<file path="config.mk">
export PLATFORM = sky130hd
export DESIGN_NAME = hazard_stall_ctrl
export DESIGN_NICKNAME = d
export VERILOG_FILES = /design/src/rtl/hazard_stall_ctrl.sv
export SDC_FILE = /design/constraint.sdc
export NUM_CORES = 1
export LEC_CHECK = 0
export ABC_AREA = 0
export CORE_UTILIZATION = 30
export CTS_BUF_LIST = sky130_fd_sc_hd__clkbuf_8
export DETAILED_ROUTE_END_ITERATION = 16
export PLACE_DENSITY = 0.62
export SETUP_SLACK_MARGIN = 0.05
export SYNTH_ARGS = -nofsm -noshare
export SYNTH_HDL_FRONTEND = slang
export SYNTH_SLANG_ARGS = --single-unit
</file>
<file path="constraint.sdc">
create_clock -name clk_i -period 2.2 [get_ports clk_i]
set_input_delay 0.44 -clock clk_i [delete_from_list [all_inputs] [get_ports clk_i]]
set_output_delay 0.44 -clock clk_i [all_outputs]
set_load 0.005 [all_outputs]
</file>
<file path="src/rtl/hazard_stall_ctrl.sv">
// ============================================================================
// hazard_stall_ctrl
//
// Pipeline hazard and memory-stall controller for a 5-stage in-order core.
// Detects load-use hazards between ID/EX and IF/ID. It also tracks an
// outstanding data-memory access with a two-state FSM (RUN / MEMWAIT).
// From these it drives the pipeline freeze, bubble and write-enable controls.
// A wait counter raises a sticky timeout error when memory never answers.
// Saturating counters record how many cycles were spent stalled or bubbling.
//
// Parameters
//   TIMEOUT        maximum memory-wait cycles before Err_o sets (1..255)
//
// Ports
//   clk_i          clock, all state updates on rising edge
//   rst_i          asynchronous active-high reset
//   IDEX_MemRead_i ID/EX instruction is a load
//   IDEX_RegRt_i   load destination register in ID/EX
//   IFID_RegRs_i   rs source of the IF/ID instruction
//   IFID_RegRt_i   rt field of the IF/ID instruction
//   IFID_UsesRt_i  IF/ID instruction reads rt as a source
//   MemReq_i       MEM stage issues a data-memory access this cycle
//   MemAck_i       data memory completes the access this cycle
//   Stall_o        freeze ID/EX, EX/MEM and MEM/WB
//   PCWrite_o      PC update enable
//   IFIDWrite_o    IF/ID update enable
//   Bubble_o       zero the control fields entering ID/EX
//   State_o        FSM state, 0 = RUN, 1 = MEMWAIT
//   Err_o          sticky memory-timeout error
//   StallCnt_o     saturating count of cycles with Stall_o = 1
//   BubbleCnt_o    saturating count of cycles with Bubble_o = 1
// ============================================================================
module hazard_stall_ctrl #(
    parameter int unsigned TIMEOUT = 255
) (
    input  logic        clk_i,
    input  logic        rst_i,
    input  logic        IDEX_MemRead_i,
    input  logic [4:0]  IDEX_RegRt_i,
    input  logic [4:0]  IFID_RegRs_i,
    input  logic [4:0]  IFID_RegRt_i,
    input  logic        IFID_UsesRt_i,
    input  logic        MemReq_i,
    input  logic        MemAck_i,
    output logic        Stall_o,
    output logic        PCWrite_o,
    output logic        IFIDWrite_o,
    output logic        Bubble_o,
    output logic        State_o,
    output logic        Err_o,
    output logic [15:0] StallCnt_o,
    output logic [15:0] BubbleCnt_o
);

    localparam logic [7:0]  LP_TIMEOUT  = TIMEOUT[7:0];
    localparam logic [7:0]  LP_WAIT_MAX = 8'hFF;
    localparam logic [15:0] LP_CNT_MAX  = 16'hFFFF;

    typedef enum logic {
        RUN     = 1'b0,
        MEMWAIT = 1'b1
    } state_t;

    state_t      r_state;
    logic [7:0]  r_wait_cnt;
    logic        r_err;
    logic [15:0] r_stall_cnt;
    logic [15:0] r_bubble_cnt;

    logic        w_memstall;
    logic        w_loaduse;
    logic        w_rs_match;
    logic        w_rt_match;
    logic        w_bubble;

    // ------------------------------------------------------------------
    // Combinational hazard detection
    // ------------------------------------------------------------------

    // The access is outstanding either because it is being issued now or
    // because an earlier one is still waiting. An ack in the same cycle
    // resolves it, so a hit never stalls.
    assign w_memstall = (MemReq_i || (r_state == MEMWAIT)) && !MemAck_i;

    assign w_rs_match = (IDEX_RegRt_i == IFID_RegRs_i);
    assign w_rt_match = IFID_UsesRt_i && (IDEX_RegRt_i == IFID_RegRt_i);

    // Register 0 is hard-wired to zero, so a load into it is never a hazard.
    assign w_loaduse  = IDEX_MemRead_i && (IDEX_RegRt_i != 5'd0) &&
                        (w_rs_match || w_rt_match);

    // While the memory stall holds ID/EX, the load cannot advance. Inserting
    // a bubble would therefore destroy the held instruction. The hazard is
    // re-evaluated each cycle and turns into a single bubble once the
    // stall clears.
    assign w_bubble   = w_loaduse && !w_memstall;

    assign Stall_o     = w_memstall;
    assign Bubble_o    = w_bubble;
    assign PCWrite_o   = !(w_memstall || w_loaduse);
    assign IFIDWrite_o = !(w_memstall || w_loaduse);

    assign State_o     = r_state;
    assign Err_o       = r_err;
    assign StallCnt_o  = r_stall_cnt;
    assign BubbleCnt_o = r_bubble_cnt;

    // ------------------------------------------------------------------
    // FSM, wait counter, timeout flag and statistics counters
    // ------------------------------------------------------------------
    always_ff @(posedge clk_i or posedge rst_i) begin
        if (rst_i) begin
            r_state      <= RUN;
            r_wait_cnt   <= '0;
            r_err        <= 1'b0;
            r_stall_cnt  <= '0;
            r_bubble_cnt <= '0;
        end else begin
            case (r_state)
                RUN: begin
                    if (MemReq_i && !MemAck_i) begin
                        r_state <= MEMWAIT;
                    end
                end
                MEMWAIT: begin
                    if (MemAck_i) begin
                        r_state <= RUN;
                    end
                end
                default: r_state <= RUN;
            endcase

            // The ack clears the counter. The counter otherwise counts
            // stalled edges and parks at its maximum value.
            if (MemAck_i) begin
                r_wait_cnt <= '0;
            end else if (w_memstall && (r_wait_cnt != LP_WAIT_MAX)) begin
                r_wait_cnt <= r_wait_cnt + 8'd1;
            end

            // Sticky error: the FSM keeps waiting, software inspects Err_o.
            if (w_memstall && (r_wait_cnt == LP_TIMEOUT)) begin
                r_err <= 1'b1;
            end

            if (w_memstall && (r_stall_cnt != LP_CNT_MAX)) begin
                r_stall_cnt <= r_stall_cnt + 16'd1;
            end

            if (w_bubble && (r_bubble_cnt != LP_CNT_MAX)) begin
                r_bubble_cnt <= r_bubble_cnt + 16'd1;
            end
        end
    end

endmodule

</file>
==> results of run 1 <==
-- metrics by stage --
step	cell area [um^2]	hold slack, ps	utilization	setup TNS, ps
after CTS	3120	495	0.450	0
after floorplan	2210	466	-	0
after global routing	3160	525	0.456	0
after global placement	3040	478	0.438	-6370
final	3160	497	0.456	0
after detailed placement	3040	478	0.438	-6940
-- layout by cell type, fill, tap and decap left out, types with 3 or more instances in the layout --
cell type         n
o21ai_0           3
nand4_1          12
xor2_1           31
dlygate4sd2_1     5
ha_1              3
nor3_1            9
and4_1            3
buf_4            20
nor4_2            4
buf_2             5
inv_1             8
xnor2_1          14
nand3_1           9
nand2_1          15
and3_1            6
clkdlybuf4s50_1  44
a21oi_1           3
nor4_1            4
clkbuf_8          5
dfrtp_1          42
nor2_1           11
-- state kept, by name, summed over array words and instances, names as in the netlist --
signal,cells
StallCnt_o,16
r_wait_cnt,8
State_o,1
BubbleCnt_o,16
Err_o,1
-- power by group --
| part | total (W) | switching (W) | internal [W] |
|---|---|---|---|
| registers | 0.000932 | 0.0000816 | 0.000850 |
| clock network | 0.000452 | 0.000242 | 0.000209 |
| logic | 0.000480 | 0.000188 | 0.000292 |
-- area by class of cell --
type                            count  area (um^2)  area share
Sequential cell                    42         1050       0.332
Timing Repair Buffer               80          728       0.230
Clock inverter                      2         7.51     0.00237
Tap cell                           96          120      0.0380
Multi-Input combinational cell    155         1160       0.367
Clock buffer                        5         68.8      0.0217
Inverter                            7         26.3     0.00830
-- repair_timing --
action	CTS	global route
gates resized for setup	36	8
buffers inserted	2	0
setup endpoints to repair	11	9
pin swaps	9	9
-- kinds of logic after synthesis --
kind of cell | Yosys count
AO/OA/AOI/OAI | 16
XOR/XNOR | 45
adder cells (fa/ha/maj) | 3
buffers and inverters | 10
flip-flops | 42
multiplexers | 2
AND/OR/NAND/NOR | 89
-- worst min-delay path by stage --
stage,from,to,cells after the start
floorplan,Err_o,Err_o,1
global placement,Err_o,Err_o,1
detailed placement,Err_o,Err_o,1
CTS,Err_o,Err_o,1
global route,BubbleCnt_o[14],BubbleCnt_o[14],1
finish,StallCnt_o[5],StallCnt_o[5],1
-- layer usage --
metal  share of wire  vias to the layer above  wire length [um]  GRT usage
met5               0                        -                 0          0
met2            0.49                       31              2400      0.215
met3           0.032                        4               155     0.0264
li1                -                      907                 -          -
met1            0.46                      899              2250      0.172
met4           0.013                        0                65     0.0462
==> summary.txt, run 1 <==
Status
  • Outcome: complete, no violations

Worst setup path
  • Buf/Inv on CP: 4
  • R2r worst-path depth: 7
  • Critical path type: in -> reg
  • Worst Setup SP: MemAck_i
  • Crit path max fanout: 2
  • Reg2reg setup slack: 350 ps
  • Worst Path Arrival: 2330 ps
  • Max stage delay cell, worst path: or4_4
  • CP Capture Type: register
  • FF-to-FF End: BubbleCnt_o[1]
  • Stages on worst setup path: 8
  • Crit path largest cell delay: 480 ps
  • Largest delay share family, worst path: buffers and inverters
  • Critical path capture point: StallCnt_o[14]
  • Critical path launch point type: primary input
  • Req. time, crit path: 2410 ps
  • CP most frequent cell: buf_4
  • Reg2reg start: State_o
  • CP Cell Sequence: clkdlybuf4s50_1 -> o21bai_4 -> buf_4 -> buf_4 -> or4_4 -> buf_4 -> nor4_2 -> xor2_1

Logic synthesis
  • Top-count cell post-synth: dfrtp_1
  • Post-Synth Simple-Gate Area: 0.234
  • Largest family of logic cells by synthesized area: simple AND/OR/NAND/NOR gates
  • Number of synthesized flops with an enable pin: 0
  • Syn_nets: 231
  • Syn Inst Count: 207
  • Ys Warns: 0
  • Area fraction in compound gates after synthesis: 0.0628
  • Top cells by area, synth: dfrtp_1, xor2_1, xnor2_1
  • Avg Cell Area, Syn: 10.7 um^2
  • Synth area leader: dfrtp_1
  • Cell Area, Synth: 0.00221 mm^2
  • Ys async rst share: 1.00
  • #FFs+latches synth: 42
  • Synth cell types: 40
  • Top-area cell type share of the netlist area: 0.475
  • Sequential area share after synthesis: 0.475
  • Synth Area in Adders: 0.0170
  • Post-synthesis mux area share: 0.0102
  • Xor/xnor share of the synthesized area: 0.178
  • Synth top cells by count: dfrtp_1, xor2_1, nand2_1
  • Primary FF master, synth: dfrtp_1

Die
  • Core region area: 0.00694 mm^2
  • Starting density of the core: 0.319
  • Core Rows: 30
  • # IOs: 59
  • Die Wd: 87.9 um
  • Die Y: 87.9 um
  • Die ar.: 0.00772 mm^2

Power and ir drop
  • Leakage Power: 1.42 nW
  • IR drop worst, VDD: 0.000341 V
  • Design Power: 0.00186 W
  • P per Cell Area: 589 mW/mm^2

GRT
  • First-pass GRT wire length: 8.02 mm
  • Pin count of the biggest net entering global routing: 43
  • Vias in the first global route: 1781
  • GRT overflow: 0
  • Initial antenna violation count: 0
  • GRT Total Usage: 0.131

Timing
  • Hold Vio Cnt, Final: 0
  • Slew Limit Fails: 0
  • Setup violation total in the final timing report: 0
  • Relative slew slack: 0.639
  • Fin crit period: 2120 ps
  • Tcrit/Tclk final: 0.965
  • Fin worst setup slack: 76.4 ps
  • Layout Skew: 8.59 ps
  • Setup repair after global routing missed its margin: yes
  • Fmax: 471 MHz
  • Worst slew pin tran: 541 ps

Finish
  • Area Growth Syn to Fin: 43.0%
  • Fillers: 662
  • Fin nets: 315
  • Share of cells above drive strength 1: 0.186
  • Ant diodes: 0
  • Cell Count, Final, Fillers Out: 387

Place
  • I/O Buffers: 58
  • Placed insts: 378
  • Final HPWL DP: 3.57 mm
  • Placer's final routability congestion estimate: 0.785
  • Worst slack at placement: -583 ps

Clock network
  • Htree depth: 2
  • CTS tree: built
  • CTS Hold Bufs: 0
  • Clock tree buffer depth: 2
  • Clock sinks: 42
  • Clk root buf: clkbuf_8
  • CTS clk-pin slew, worst paths: 70 ps
  • Clock Latency Late Sink: 280 ps
  • CTS Buf Count: 5

Routing
  • Detailed Routing Iterations Pass 1: 4
  • WL per Instance: 12.6 um
  • Final WL: 4.87 mm
  • Final antenna-violating net count: 0
  • Drt initial violations: 71
  • Vias post-DR: 1841
  • # DRC: 0
  • Vias per cell: 4.76

Hold path
  • Worst hold path class: reg -> reg

Run
  • Max-cap viol count: 0
Note: power is estimated with default switching activity, not from simulation.
==> run 2: changes to the inputs <==
- ABC_CLOCK_PERIOD_IN_PS: not set -> 2200
- CAP_MARGIN: not set -> 20
==> results of run 2 <==
Final layout, timing and power as in run 1 (identical DEF).
==> run 3: changes to the inputs <==
- CORE_UTILIZATION: 30 -> 50
- PLACE_DENSITY: 0.62 -> 0.9
==> summary.txt, run 3 (synthesis results as in run 1) <==
GRT
  • Pin count of the biggest net entering global routing: 43 (unchanged)
  • Vias in the first global route: 1854 (+4.1%)
  • Initial antenna violation count: 0 (unchanged)
  • GRT Total Usage: 0.246 (+0.115)
  • GRT overflow: 0 (unchanged)
  • First-pass GRT wire length: 8.46 mm (+5.4%)

Timing
  • Hold Vio Cnt, Final: 0 (unchanged)
  • Setup repair after global routing missed its margin: yes
  • Worst slew pin tran: 523 ps (-18.1 ps)
  • Slew Limit Fails: 0 (unchanged)
  • Setup Total Neg Slack: 0 ps (unchanged)
  • Relative slew slack: 0.651 (+0.0120)
  • Fin crit period: 2090 ps (-31.3 ps)
  • Tcrit/Tclk final: 0.951 (-0.0142)
  • Layout Skew: 6.29 ps (-2.30 ps)
  • Fmax: 478 MHz (+1.5%)
  • Setup violation total in the final timing report: 0 (unchanged)

Routing
  • WL per Instance: 15.8 um (+25%)
  • Vias post-DR: 1887 (+2.5%)
  • Detailed Routing Iterations Pass 1: 4 (unchanged)
  • Vias per cell: 5.58 (+17%)
  • Drt initial violations: 114 (+61%)
  • Final WL: 5.33 mm (+9.6%)
  • # DRC: 0 (unchanged)
  • Final antenna-violating net count: 0 (unchanged)

Finish
  • Ant diodes: 0 (unchanged)
  • Final Util: 0.755 (+0.299)
  • Most frequent cells in the layout: dfrtp_1, clkdlybuf4s50_1, xor2_1, buf_4, nand2_1
  • Area Growth Syn to Fin: 40.4%
  • Post-route cell area: 0.00311 mm^2 (-1.8%)
  • Cell Count, Final, Fillers Out: 338 (-13%)
  • Fillers: 278 (-58%)
  • Most common cell after layout, fill and taps aside: dfrtp_1
  • Multi-input gate area: 0.00120 mm^2 (+3.1%)
  • Share of cells above drive strength 1: 0.212 (+0.0262)
  • Register area: 0.00105 mm^2 (unchanged)
  • Fin nets: 312 (-0.95%)

Power and ir drop
  • Switching Share: 0.283 (+0.00858)
  • Internal power component: 0.00134 W (-0.79%)
  • Leakage Power: 1.40 nW (-0.92%)
  • Sw Pwr: 0.000530 W (+3.5%)
  • Comb pwr share: 0.248 (-0.010)
  • Design Power: 0.00187 W (+0.39%)
  • IR drop worst, VDD: 0.000412 V (+21%)
  • P per Cell Area: 602 mW/mm^2 (+2.3%)
  • Share of power burned in registers: 0.504 (+0.004)
  • Power share of the clock group: 0.248 (+0.006)

Die
  • Core Rows: 23 (-23%)
  • Core region area: 0.00412 mm^2 (-41%)
  • # IOs: 59 (unchanged)
  • Die Wd: 68.5 um (-22%)
  • Starting density of the core: 0.538 (+0.219)
  • Die Y: 68.5 um (-22%)
  • Die ar.: 0.00469 mm^2 (-39%)

Place
  • Final HPWL DP: 3.55 mm (-0.63%)
  • I/O Buffers: 58 (unchanged)
  • Placer's final routability congestion estimate: 0.790 (+0.60%)
  • Placement Cell Area: 0.00295 mm^2 (-2.9%)
  • Placed insts: 328 (-13%)

Run
  • Max-cap viol count: 0 (unchanged)

Hold path
  • Startpoint of the worst hold path: Err_o
  • Worst hold path class: reg -> reg

Clock network
  • Htree depth: 2 (unchanged)
  • Clock Latency Late Sink: 290 ps (about the same)
  • CTS Buf Count: 5 (unchanged)
  • CTS clk-pin slew, worst paths: 70 ps (about the same)
  • Clock tree buffer depth: 2 (unchanged)
  • CTS tree: built
  • CTS Hold Bufs: 0 (unchanged)
  • Clk root buf: clkbuf_8
  • Clock sinks: 42 (unchanged)

Worst setup path
  • Reg2reg start: StallCnt_o[1]
  • Worst Path Arrival: 1650 ps (-680 ps)
  • Worst Setup SP: IDEX_RegRt_i[3]
  • Critical path launch point type: primary input
  • Req. time, crit path: 1760 ps (-650 ps)
  • Crit path max fanout: 2 (unchanged)
  • CP Capture Type: output pin
  • Critical path type: in -> out

Status
  • Outcome: complete, no violations
[run 3: worst paths after layout]
check                                  endpoint  slack, ps  cells after the start
worst min register to register            Err_o        480                      1
worst min-delay path                      Err_o        480                      1
worst max register to register   StallCnt_o[15]        270                      6
max in group asynchronous       BubbleCnt_o[14]       1250                      3
worst max-delay path                IFIDWrite_o        110                      9
min in group asynchronous         r_wait_cnt[3]        580                      3
[run 3: what timing repair did]
| action | CTS | global route |
|---|---|---|
| setup endpoints to repair | 14 | 14 |
| pin swaps | 15 | 8 |
| buffers inserted | 4 | 0 |
| gates resized for setup | 46 | 20 |
[run 3: area by class of cell]
| type | instances | share of cell area |
|---|---|---|
| multi-input combinational | 155 | 0.386 |
| sequential | 42 | 0.338 |
| timing repair buffer | 77 | 0.222 |
| clock buffer | 5 | 0.0222 |
| tap | 50 | 0.0201 |
| inverter | 7 | 0.00846 |
| clock inverter | 2 | 0.00362 |
[run 3: power by group through the flow]
stage | sequential [W] | combinational (W) | clock, W
after floorplan | 0.000957 | 0.000174 | 0
after global placement | 0.000952 | 0.000442 | 0
after detailed placement | 0.000958 | 0.000454 | 0
after CTS | 0.000944 | 0.000459 | 0.000479
after global routing | 0.000959 | 0.000513 | 0.000497
final | 0.000943 | 0.000464 | 0.000464
[run 3: metrics by stage]
step	setup slack, ps	hold WS, ps
after floorplan	163	466
after global placement	-558	458
after detailed placement	-626	474
after CTS	50.4	491
after global routing	24.8	503
final	108	480
[run 3: metal layers]
metal,up-vias,routed length (um),GRT usage
li1,894,-,-
met1,925,2310,0.309
met2,60,2720,0.423
met3,8,232,0.0493
met4,0,68,0.0781
met5,-,0,0
[run 3: worst max-delay path, cell delays in order]
cell	delay, ps
buf_6	100
buf_6	110
xor2_2	150
nor4_2	290
a32oi_2	160
buf_4	170
nor2_4	80
nor2_2	40
buf_2	120
